===== src/rtl/ling_addsub_serial_pkg.sv =====
// Shared definitions for the nibble-serial Ling adder/subtractor.
package ling_addsub_serial_pkg;

  // Width of the slice handled by the lookahead generator each cycle.
  localparam int unsigned NIB = 4;

  // Transaction state of the serial datapath.
  typedef enum logic [1:0] {
    IDLE = 2'd0,
    RUN  = 2'd1,
    DONE = 2'd2
  } state_t;

endpackage


===== src/rtl/ling_addsub_serial_lclg.sv =====
// 4-bit Ling carry lookahead generator.
// Ling pseudo-carries h[i+1] = g[i] | c[i] are formed in flattened two-level
// form; true carries are recovered as c[i+1] = p[i] & h[i+1].
module lclg_4 (
  input  logic [3:0] g,
  input  logic [3:0] p,
  input  logic       cin,
  output logic [4:0] c
);

  logic [4:1] h;

  // Pseudo-carries and true carries for the 4-bit slice.
  always_comb begin
    h[1] = g[0] | cin;
    h[2] = g[1] | g[0] | (p[0] & cin);
    h[3] = g[2] | g[1] | (p[1] & g[0]) | (p[1] & p[0] & cin);
    h[4] = g[3] | g[2] | (p[2] & g[1]) | (p[2] & p[1] & g[0])
         | (p[2] & p[1] & p[0] & cin);
    c[0] = cin;
    c[1] = p[0] & h[1];
    c[2] = p[1] & h[2];
    c[3] = p[2] & h[3];
    c[4] = p[3] & h[4];
  end

endmodule


===== src/rtl/ling_addsub_serial.sv =====
// Nibble-serial adder/subtractor built around a single Ling lookahead slice.
// One nibble is resolved per cycle; the carry is registered between nibbles.
module ling_addsub_serial
  import ling_addsub_serial_pkg::*;
#(
  parameter int unsigned W = 32
) (
  input  logic         clk,
  input  logic         rst_n,
  input  logic         in_valid,
  output logic         in_ready,
  input  logic [W-1:0] a,
  input  logic [W-1:0] b,
  input  logic         sub,
  output logic         out_valid,
  input  logic         out_ready,
  output logic [W-1:0] sum,
  output logic         cout,
  output logic         ovf
);

  localparam int unsigned NNIB = W / NIB;
  localparam int unsigned CW   = (NNIB > 1) ? $clog2(NNIB) : 1;
  localparam logic [CW-1:0] LAST = CW'(NNIB - 1);

  state_t         state;
  logic [W-1:0]   a_q;
  logic [W-1:0]   b_q;
  logic [W-1:0]   res;
  logic           carry;
  logic [CW-1:0]  cnt;
  logic           cout_q;
  logic           ovf_q;
  logic           in_ready_q;
  logic           out_valid_q;

  logic [NIB-1:0] a_nib;
  logic [NIB-1:0] b_nib;
  logic [NIB-1:0] g;
  logic [NIB-1:0] p;
  logic [NIB-1:0] s;
  logic [NIB:0]   c;

  // Select the active nibble and form generate/propagate and sum bits.
  always_comb begin
    a_nib = a_q[cnt*NIB +: NIB];
    b_nib = b_q[cnt*NIB +: NIB];
    g     = a_nib & b_nib;
    p     = a_nib | b_nib;
    s     = a_nib ^ b_nib ^ c[NIB-1:0];
  end

  lclg_4 u_lclg (
    .g   (g),
    .p   (p),
    .cin (carry),
    .c   (c)
  );

  // Control FSM and datapath registers; handshake outputs are registered.
  always_ff @(posedge clk) begin
    if (!rst_n) begin
      state       <= IDLE;
      cnt         <= '0;
      carry       <= 1'b0;
      res         <= '0;
      cout_q      <= 1'b0;
      ovf_q       <= 1'b0;
      in_ready_q  <= 1'b1;
      out_valid_q <= 1'b0;
    end else begin
      case (state)
        IDLE: begin
          if (in_valid) begin
            a_q        <= a;
            b_q        <= sub ? ~b : b;
            carry      <= sub;
            cnt        <= '0;
            state      <= RUN;
            in_ready_q <= 1'b0;
          end
        end
        RUN: begin
          res[cnt*NIB +: NIB] <= s;
          carry               <= c[NIB];
          cnt                 <= cnt + 1'b1;
          if (cnt == LAST) begin
            state       <= DONE;
            out_valid_q <= 1'b1;
            cout_q      <= c[NIB];
            ovf_q       <= c[NIB] ^ c[NIB-1];
          end
        end
        DONE: begin
          if (out_ready) begin
            state       <= IDLE;
            out_valid_q <= 1'b0;
            in_ready_q  <= 1'b1;
          end
        end
        default: begin
          state       <= IDLE;
          out_valid_q <= 1'b0;
          in_ready_q  <= 1'b1;
        end
      endcase
    end
  end

  assign in_ready  = in_ready_q;
  assign out_valid = out_valid_q;
  assign sum       = res;
  assign cout      = cout_q;
  assign ovf       = ovf_q;

endmodule


===== config.mk =====
export PLATFORM = sky130hd
export DESIGN_NAME = ling_addsub_serial
export DESIGN_NICKNAME = d
export VERILOG_FILES = /design/src/rtl/ling_addsub_serial_pkg.sv /design/src/rtl/ling_addsub_serial_lclg.sv /design/src/rtl/ling_addsub_serial.sv
export SDC_FILE = /design/constraint.sdc
export NUM_CORES = 1
export LEC_CHECK = 0
export BUFFER_PORTS_ARGS = -buffer_cell sky130_fd_sc_hd__clkbuf_2
export CORE_ASPECT_RATIO = 0.75
export CORE_MARGIN = 5
export CORE_UTILIZATION = 30
export CTS_CLUSTER_DIAMETER = 50
export DETAILED_ROUTE_END_ITERATION = 10
export PLACE_DENSITY = 0.5
export RECOVER_POWER = 25
export SETUP_SLACK_MARGIN = 0.3
export SLEW_MARGIN = 0
export SYNTH_ARGS = -nofsm -noshare
export SYNTH_HDL_FRONTEND = slang
export SYNTH_HIERARCHICAL = 1
export SYNTH_SLANG_ARGS = --single-unit

===== constraint.sdc =====
create_clock -name clk -period 6.7 [get_ports clk]
set_input_delay 1.34 -clock clk [delete_from_list [all_inputs] [get_ports clk]]
set_output_delay 1.34 -clock clk [all_outputs]
set_load 0.05 [all_outputs]

==> results_dict.tcl <==
set metrics [dict create \
    syn_inst 399 \
    reg2regPathDepth 9 \
    cts.htree.levels 3 \
    internal_power_mw 1.08 \
    rsz0062_at_grt "false" \
    crit_start "rst_n" \
    firstDrtPassIters 5 \
    drc 0 \
    grt_use_total 0.118 \
    hp-class "flip-flop to flip-flop" \
    cts.sinks 106 \
    switchingPower_uw 351 \
    combPwrFrac 0.120 \
    gp_congestion 0.750 \
    setup_slack_ns 2.71 \
    cts_resized 0 \
    fmax_ghz 0.251 \
    synth_top_cell_by_area "edfxtp_1" \
    syn_area_um2 4910 \
    root_buffer "clkbuf_16" \
    ctsHoldBuffers 0 \
    antenna_cells 0 \
    area_delta_synth_final_pct 20.0 \
    numPortBuffers 104 \
    die_w_um 158 \
    p_seq_frac 0.514 \
    grt_overflow 0 \
    peakVddDrop_mv 0.121 \
    fin_tns_setup_ns 0 \
    p_leak_nw 2.30 \
    synth-seq-area-share 0.563 \
    final-hold-violation-count 0 \
    cp.arrival_ns 3.96 \
    drt-initial-drc-count 127 \
    regArea_um2 2760 \
    netlist_top_cells_area "edfxtp_1 39%, dfxtp_1 17%, mux2i_1 10%, xor2_1 6.6%, nand2_1 4.5%" \
    num_vias 3220 \
    critical_path_class "input port to flip-flop" \
    dp_cells 692 \
    layout_common_cells "95 x clkbuf_2, 64 x edfxtp_1, 59 x nand2_1, 50 x mux2i_1, 41 x dfxtp_1" \
    status "complete, but fails checks" \
    core-area_um2 16100 \
    grt_max_degree 65 \
    synth_fp_nets 483 \
    reg2reg_to "sum[14]" \
    multi_input_area_um2 2010 \
    final_common_cell "clkbuf_2" \
    maxSlewHeadroom -0.421 \
    die_area_um2 19100 \
    maxSlewViolCount 85 \
    endpoint "b_q[17]" \
    tightest_slew_ns 2.13 \
    violations "capacitance limit, slew limit" \
    wl_per_cell_um 15.5 \
    synth.ff_latch_count 106 \
    dp_hpwl_mm 8.13 \
    drv_cap 2 \
    die_h_um 121 \
    timing.hold.ws_ns 0.458 \
    viasPerCell 4.55 \
    cts_setup_buffers 0 \
    ys_warn_count 6 \
    r2r_setup_slack_ns 3.29 \
    grt_pass1_vias 3362 \
    synth_top_area_frac 0.391 \
    final_nets 577 \
    hp-start "sum[2]" \
    syn_avg_cell_area_um2 12.3 \
    io_pins 105 \
    clockBufferDepth 2 \
    ant_nets 0 \
    final.period_utilization 0.595 \
    cp-end-kind "flip-flop" \
    r2r_start "cnt[0]" \
    place_ws_ns 3.32 \
    worst_setup_path_start_kind "input port" \
    wl_mm 11.0 \
    crit_path_max_fanout 64 \
    cp.required_ns 6.67 \
    finalNonFillerCells 708 \
    path_clk_slew_ns 0.07 \
    finalCriticalPeriod_ns 3.99 \
    power.density_nw_per_um2 242 \
    cts_tree "built" \
    synth.distinct_cells 42 \
    cts_made_buffers 9 \
    drive_gt1_frac 0.263 \
    start_util 0.306 \
    power_switching_share 0.245 \
    setup-violations-final 0 \
    clockPowerShare 0.366 \
    grt_pass1_wl_mm 17.4 \
    antenna_found_initial 0 \
    clk_latency_ns 0.35 \
    finClkSkew_ns 0.00945 \
    rows 40 \
    fillers 1571 \
]
==> state kept, by name, summed over array words and instances (netlist names) <==
name       cells
cout           1
cnt            3
in_ready       1
a_q           32
state          2
carry          1
out_valid      1
sum           32
b_q           32
ovf            1
==> metal layers <==
layer | global-route usage | routed length [um] | vias to the layer above
li1 | - | - | 1619
met1 | 0.164 | 5380 | 1518
met2 | 0.177 | 4900 | 74
met3 | 0.0354 | 599 | 9
met4 | 0.0355 | 120 | 0
met5 | 0 | 0 | -
==> cell type report <==
type / instances / area share
clock buffer: 10 / 0.0389
clock inverter: 6 / 0.0110
inverter: 11 / 0.00701
multi-input combinational: 258 / 0.341
sequential: 106 / 0.469
tap: 210 / 0.0446
timing repair buffer: 107 / 0.0890
==> through the flow <==
step                      power (mW)   util  area (um^2)
after floorplan                0.860      -         4910
after global placement         0.921  0.350         5620
after detailed placement       0.923  0.350         5620
after CTS                       1.45  0.368         5910
after global routing            1.49  0.367         5890
final                           1.43  0.367         5890
==> how the worst min path moves through the flow <==
stage                     slack (ns)  cells past startpoint       end
after detailed placement        0.45                      2   sum[13]
after floorplan                 0.56                      3  state[1]
final                           0.46                      2    sum[2]
after global routing            0.48                      2   sum[29]
after CTS                       0.46                      2    sum[2]
after global placement          0.45                      2   sum[14]
==> critical path, cell delays in order <==
cell and delay [ns]:
clkbuf_2 0.07, clkbuf_1 1.40, nand2b_1 0.29, nor2_4 0.16, buf_4 0.62
==> power groups by stage <==
stage	Clock (mW)	Combinational (mW)	Sequential [mW]
after global routing	0.565	0.191	0.737
final	0.523	0.171	0.734
after global placement	0	0.172	0.749
after detailed placement	0	0.174	0.749
after CTS	0.540	0.175	0.734
after floorplan	0	0.107	0.753
==> cell families after synthesis <==
family / count (synthesis) / synth area share
AOI/OAI and AO/OA: 41 / 0.0655
adders and majority gates: 15 / 0.0382
and+or+nand+nor: 99 / 0.0989
muxes: 66 / 0.139
buffers and inverters: 35 / 0.0301
xor gates and xnor gates: 37 / 0.0660
DFF: 106 / 0.563
==> synth_stat cells, drive strengths merged <==
cell type and n:
or4 1, nand4 1, a221oi 8, or3 1, clkbuf 13, a31oi 1
o21bai 1, nor4b 1, mux2i 50, a221o 8, o21a 2, nand2b 6
nor3 4, inv 11, buf 11, nand3b 1, nand4b 3, o31a 1
o22ai 9, nor3b 1, o221a 1, and4b 1, xor2 37, dfxtp 42
a21oi 4, ha 15, nand2 59, a21o 1, a22oi 2, nor4bb 2
mux2 16, nor2b 8, edfxtp 64, nor2 8, or4b 1, and2 1
a21boi 2, o21ai 1
No activity file was read; power rests on OpenSTA's default activity.
